**src/rtl/mapa_leitor.sv**
```systemverilog
// mapa_leitor: read-side responder for the snake game map memory.
//
// Answers "what is at (x,y)?" for two requesters, the snake head logic
// (cobra) and the fruit spawner (fruta). One query is outstanding at a time.
// If both requesters ask in the same cycle, round-robin arbitration picks one.
// An in-bounds cell is read from the map RAM through its synchronous read
// port. An out-of-bounds cell is answered as PAREDE and the RAM is not touched.
//
// Ports:
//   clk, reset                   system clock, asynchronous active-high reset
//   cobra_req/x/y                cobra query (level request, held until ack)
//   cobra_ack, cobra_conteudo    one-cycle ack, plus the cell content that goes with it
//   fruta_req/x/y                fruta query (same rules as cobra)
//   fruta_ack, fruta_conteudo    one-cycle ack, plus the cell content that goes with it
//   mem_rd_en, mem_addr          registered map RAM read request
//   mem_dado                     map RAM read data, MEM_LAT cycles after the request
//
// Content encoding: 0 NADA, 1 COBRA, 2 FRUTA, 3 PAREDE.

module mapa_leitor #(
  parameter int LARGURA = 80,
  parameter int ALTURA  = 60,
  parameter int ADDR_W  = 13,
  parameter int MEM_LAT = 1
) (
  input  logic              clk,
  input  logic              reset,
  input  logic              cobra_req,
  input  logic [9:0]        cobra_x,
  input  logic [9:0]        cobra_y,
  output logic              cobra_ack,
  output logic [1:0]        cobra_conteudo,
  input  logic              fruta_req,
  input  logic [9:0]        fruta_x,
  input  logic [9:0]        fruta_y,
  output logic              fruta_ack,
  output logic [1:0]        fruta_conteudo,
  output logic              mem_rd_en,
  output logic [ADDR_W-1:0] mem_addr,
  input  logic [1:0]        mem_dado
);

  localparam logic [1:0] PAREDE = 2'd3;
  localparam int         CNT_W  = $clog2(MEM_LAT + 1) + 1;

  typedef enum logic [1:0] {OCIOSO, ENDERECO, ESPERA, RESPONDE} estado_t;

  estado_t          estado, prox_estado;
  logic [9:0]       x_q, y_q;
  logic             id_q;         // 0 = cobra, 1 = fruta
  logic             ultimo_id;    // requester served most recently
  logic [CNT_W-1:0] cnt;
  logic             conceder_fruta;
  logic             fora_limite;
  logic             fim_espera;
  logic [19:0]      addr_full;

  // If only one requester is asking, it wins. If both are asking, the one
  // that was not served last wins.
  assign conceder_fruta = fruta_req && (!cobra_req || !ultimo_id);

  assign fora_limite = ({22'd0, x_q} >= 32'(LARGURA)) ||
                       ({22'd0, y_q} >= 32'(ALTURA));

  // Compute the product at the full coordinate width first, then truncate
  // it to the RAM address width.
  assign addr_full = 20'(y_q) * 20'(LARGURA) + 20'(x_q);

  assign fim_espera = (cnt == CNT_W'(MEM_LAT));

  // State register.
  always_ff @(posedge clk or posedge reset) begin
    if (reset) estado <= OCIOSO;
    else       estado <= prox_estado;
  end

  // Next-state logic. Each query runs one pass: grant, address, optional
  // wait for the RAM, and a single response cycle.
  always_comb begin
    prox_estado = estado;
    case (estado)
      OCIOSO:   if (cobra_req || fruta_req) prox_estado = ENDERECO;
      ENDERECO: prox_estado = fora_limite ? RESPONDE : ESPERA;
      ESPERA:   if (fim_espera) prox_estado = RESPONDE;
      RESPONDE: prox_estado = OCIOSO;
      default:  prox_estado = OCIOSO;
    endcase
  end

  // Datapath and registered outputs.
  // The ack and content registers are loaded on the edge that enters
  // RESPONDE, so both are visible during that state. The ack is cleared on
  // the edge that leaves RESPONDE. The content registers are not cleared
  // then; they keep their value until the next response to that requester.
  always_ff @(posedge clk or posedge reset) begin
    if (reset) begin
      x_q            <= '0;
      y_q            <= '0;
      id_q           <= 1'b0;
      ultimo_id      <= 1'b1;
      cnt            <= '0;
      mem_rd_en      <= 1'b0;
      mem_addr       <= '0;
      cobra_ack      <= 1'b0;
      cobra_conteudo <= '0;
      fruta_ack      <= 1'b0;
      fruta_conteudo <= '0;
    end else begin
      mem_rd_en <= 1'b0;
      case (estado)
        OCIOSO: begin
          if (conceder_fruta) begin
            x_q  <= fruta_x;
            y_q  <= fruta_y;
            id_q <= 1'b1;
          end else if (cobra_req) begin
            x_q  <= cobra_x;
            y_q  <= cobra_y;
            id_q <= 1'b0;
          end
        end
        ENDERECO: begin
          cnt <= '0;
          if (fora_limite) begin
            if (id_q) begin
              fruta_ack      <= 1'b1;
              fruta_conteudo <= PAREDE;
            end else begin
              cobra_ack      <= 1'b1;
              cobra_conteudo <= PAREDE;
            end
          end else begin
            mem_addr  <= ADDR_W'(addr_full);
            mem_rd_en <= 1'b1;
          end
        end
        ESPERA: begin
          if (fim_espera) begin
            if (id_q) begin
              fruta_ack      <= 1'b1;
              fruta_conteudo <= mem_dado;
            end else begin
              cobra_ack      <= 1'b1;
              cobra_conteudo <= mem_dado;
            end
          end else begin
            cnt <= cnt + 1'b1;
          end
        end
        RESPONDE: begin
          cobra_ack <= 1'b0;
          fruta_ack <= 1'b0;
          ultimo_id <= id_q;
        end
        default: ;
      endcase
    end
  end

endmodule
```
**config.mk**
```make
export PLATFORM = sky130hd
export DESIGN_NAME = mapa_leitor
export DESIGN_NICKNAME = d
export VERILOG_FILES = /design/src/rtl/mapa_leitor.sv
export SDC_FILE = /design/constraint.sdc
export NUM_CORES = 1
export LEC_CHECK = 0
export ABC_AREA = 1
export ABC_CLOCK_PERIOD_IN_PS = 2430
export CORE_ASPECT_RATIO = 0.5
export CORE_UTILIZATION = 45
export DETAILED_ROUTE_END_ITERATION = 10
export PLACE_DENSITY = 0.77
export SLEW_MARGIN = 20
export SYNTH_ARGS = -nofsm -noshare
export SYNTH_HDL_FRONTEND = slang
export SYNTH_SLANG_ARGS = --single-unit
export TNS_END_PERCENT = 30
```
**constraint.sdc**
```tcl
create_clock -name clk -period 2.43 [get_ports clk]
set_input_delay 0.243 -clock clk [delete_from_list [all_inputs] [get_ports clk]]
set_output_delay 0.243 -clock clk [all_outputs]
set_load 0.03 [all_outputs]
```
==> summary.md <==
| Metric | Value |
|---|---|
| Final WS setup | `-0.0823 ns` |
| Sequential area share after synthesis | `42.2%` |
| DR vias/cell | `roughly 5.2` |
| Tmin final | `between 2 and 3 ns` |
| Initial Util | `approximately 48%` |
| Number of global-route vias before repair | `around 2400` |
| CTS tree | `yes` |
| Design Power | `0.00595 W` |
| Layout Nets | `493` |
| H-Tree Depth | `2` |
| Met3 WL | `approximately 290 um` |
| FMAX | `around 400 MHz` |
| Post-DP HPWL | `between 5 and 6 mm` |
| Status | `finished, violations left` |
| Top Metal Used | `met4` |
| Synthesized area | `approximately 0.0027 mm^2` |
| #FFs+latches synth | `46` |
| Final setup TNS | `-0.168 ns` |
| Hold Vio Cnt, Final | `0` |
| WL met1 | `between 2 and 3 mm` |
| Clock transition at path regs | `0.06 ns` |
| Hold WC Path Type | `input pin to asynchronous set/reset pin` |
| Final setup viols | `3` |
| GP Congestion | `0.855` |
| Clk buf depth | `2` |
| Fraction of layout cells with a size suffix above 1 | `roughly a tenth` |
| Yosys cell types | `30` |
| Die height | `57.1 um` |
| Clk sink count | `between 40 and 50` |
| Warning count from the yosys run | `0` |
| Rows | `19` |
| Via Count | `~2600` |
| Top_reg_cell synth | `dfrtp_1` |
| Syn_nets | `around 420` |
| Kind of critical path | `register to register` |
| Die width | `about 110 um` |
| GRT Overall Usage | `approximately 22%` |
| Antenna viol nets, final | `0` |
| Top delay family on crit path | `adder cells` |
| Slowest stage delay, CP | `roughly 0.4 ns` |
| Relative slew slack | `between 40% and 50%` |
| Post-synthesis cell count | `348` |
| Antenna Cells | `0` |
| Arrival time at the worst endpoint | `2.68 ns` |
| DRC viols | `3` |
| Endpoint class of the critical path | `register` |
| Final period util | `103%` |
| Global route overflow | `0` |
| DR pass1 iterations | `7` |
| Critical Path RT | `2.60 ns` |
| Wire per inst | `between 10 and 15 um` |
| Worst-margin pin slew | `~0.83 ns` |
| Syn_area_per_cell | `~8 um^2` |
| Setup repair after global routing missed its margin | `yes` |
| Drt total wl | `roughly 7.0 mm` |
| # Max-Cap Violations | `0` |
| Placement Cell Area | `roughly 0.0035 mm^2` |
| CP max stage cell | `dfrtp_1` |
| WHS | `around 0.34 ns` |
| CP most frequent cell | `nand2_1` |
| Clk_skew | `approximately 0.0047 ns` |
| Peak VDD IR | `about 0.00068 V` |
| Fin area | `around 0.0037 mm^2` |
| Final-report max-slew violation count | `0` |
| Ports | `66` |
| Worst r2r src | `y_q[1]` |
| LEAKAGE | `about 1.8 nW` |
| Total die area | `0.00640 mm^2` |
| Post-cts hold buffer count | `0` |
| EDFF count, synth | `0` |
| CP bufs+invs | `2` |
| P&R area growth vs syn | `34.8%` |
| First-pass GRT wire length | `between 10 and 15 mm` |
| Core area | `approximately 0.0057 mm^2` |
| Asr flop ratio synth | `100%` |
| Crit path from | `y_q[1]` |
| CTS Buf Count | `5` |
| Worst-Skew Late Latency | `0.28 ns` |
| Crit path max fanout | `3` |
| Port-buffer cells | `65` |
| Met2 Wirelength | `~3.6 mm` |
| Iteration-0 DRC Markers | `roughly 160` |
| Failing checks | `DRC, setup timing` |
| CP Launch Type | `register` |
| Antenna violations before repair | `0` |
| Largest net degree at the start of global routing | `34` |
| Power per cell area | `approximately 1600 mW/mm^2` |
| CP Cell Sequence | `ha_1 -> ha_2 -> fa_2 -> xor2_1 -> ha_1 -> nand2_1 -> inv_1 -> o21ai_0 -> nand3_2 -> inv_2 -> nor2_1 -> nand2_1 -> nand3_2 -> nand2_1` |
| Root Driver | `clkbuf_16` |
-- cell type report --
cell class / instances / area [um^2]
Multi-Input combinational cell: 251 / 1390
Fill cell: 474 / 1980
Clock buffer: 7 / 143
Sequential cell: 46 / 1150
Timing Repair Buffer: 77 / 741
Inverter: 42 / 158
Clock inverter: 1 / 5.00
Tap cell: 73 / 91.3
-- repair_timing --
action                                 CTS  global route
setup endpoints to repair                3             4
setup buffers                            1             1
pin swaps                                5             6
resized for setup                        2             3
endpoints found under the hold margin    0             0
gates cloned                             0             0
-- flip-flops by register name, summed over array words and instances (netlist names), 2 cells and up --
signal          flops
mem_addr           13
cnt                 2
x_q                10
estado              2
fruta_conteudo      2
y_q                10
cobra_conteudo      2
-- synthesized netlist by cell type (3+ instances only) --
master    number  area (um^2)
nand2_1       92          345
dfrtp_1       45         1130
inv_1         38          143
o21ai_0       33          165
nor2_1        32          120
ha_1          22          275
nand3_1       18         90.1
o22ai_1       12         75.1
o21ai_1       10         50.1
a21oi_1        8         40.0
clkbuf_1       4         15.0
buf_2          3         15.0
nand2_2        3         18.8
o21ai_2        3         26.3
-- cells in the final DEF (no fill, tap or decap), drive strengths merged, types with 7 or more instances in the layout --
cell type,synthesis,routed
ha,22,22
inv,40,39
nand2,95,95
nand3,19,19
o21ai,46,46
buf,5,12
clkdlybuf4s50,0,65
clkbuf,4,7
nor2,33,33
o22ai,12,12
a21oi,10,10
dfrtp,45,45
-- kinds of logic (layout without fill, tap and decap cells) --
logic type      after synthesis  count (layout)  share of synthesized area [%]
simple gates                152             152                           22.7
compound gates               71              71                           14.4
buf+inv                      51             127                           7.83
fa+ha+maj                    24              24                           11.5
flops                        46              46                           42.2
xor+xnor                      4               4                           1.28
-- worst reg2reg max path, delay by kind of cell (launching register included) --
family / cells / cell delay, ns
fa+ha+maj: 4 / 1.18
flops: 1 / 0.40
buf+inv: 2 / 0.10
simple gates: 6 / 0.45
compound gates: 1 / 0.12
xor+xnor: 1 / 0.15
-- metal layers --
metal,up-vias,GRT usage (%)
met5,-,0
met4,0,4.57
met3,11,3.61
met2,70,40.5
met1,1223,28.0
li1,1288,-
-- final timing paths --
check / to / slack, ns / cells after the start
min reg2reg: fruta_conteudo[1] / 0.48 / 2
min: x_q[0] / 0.34 / 2
min in group clk: fruta_conteudo[1] / 0.48 / 2
max: mem_addr[12] / -0.08 / 14
max in group asynchronous: mem_addr[9] / 1.43 / 3
max reg2reg: mem_addr[12] / -0.08 / 14
-- power breakdown --
| part | total [W] | internal (W) | switching (W) |
|---|---|---|---|
| registers | 0.00139 | 0.00113 | 0.000259 |
| clock network | 0.000680 | 0.000408 | 0.000272 |
| logic | 0.00388 | 0.00158 | 0.00230 |
| total | 0.00595 | 0.00311 | 0.00283 |
-- through the flow --
step                std cells  util (%)  worst slack [ns]
finish                    497      65.1           -0.0823
CTS                       496      64.9           -0.0268
floorplan                 348         -           0.00885
global placement          487      61.9          -0.00681
global route              497      65.1            -0.190
detailed placement        487      61.9           -0.0892
Note: power is estimated with default switching activity, not from simulation.
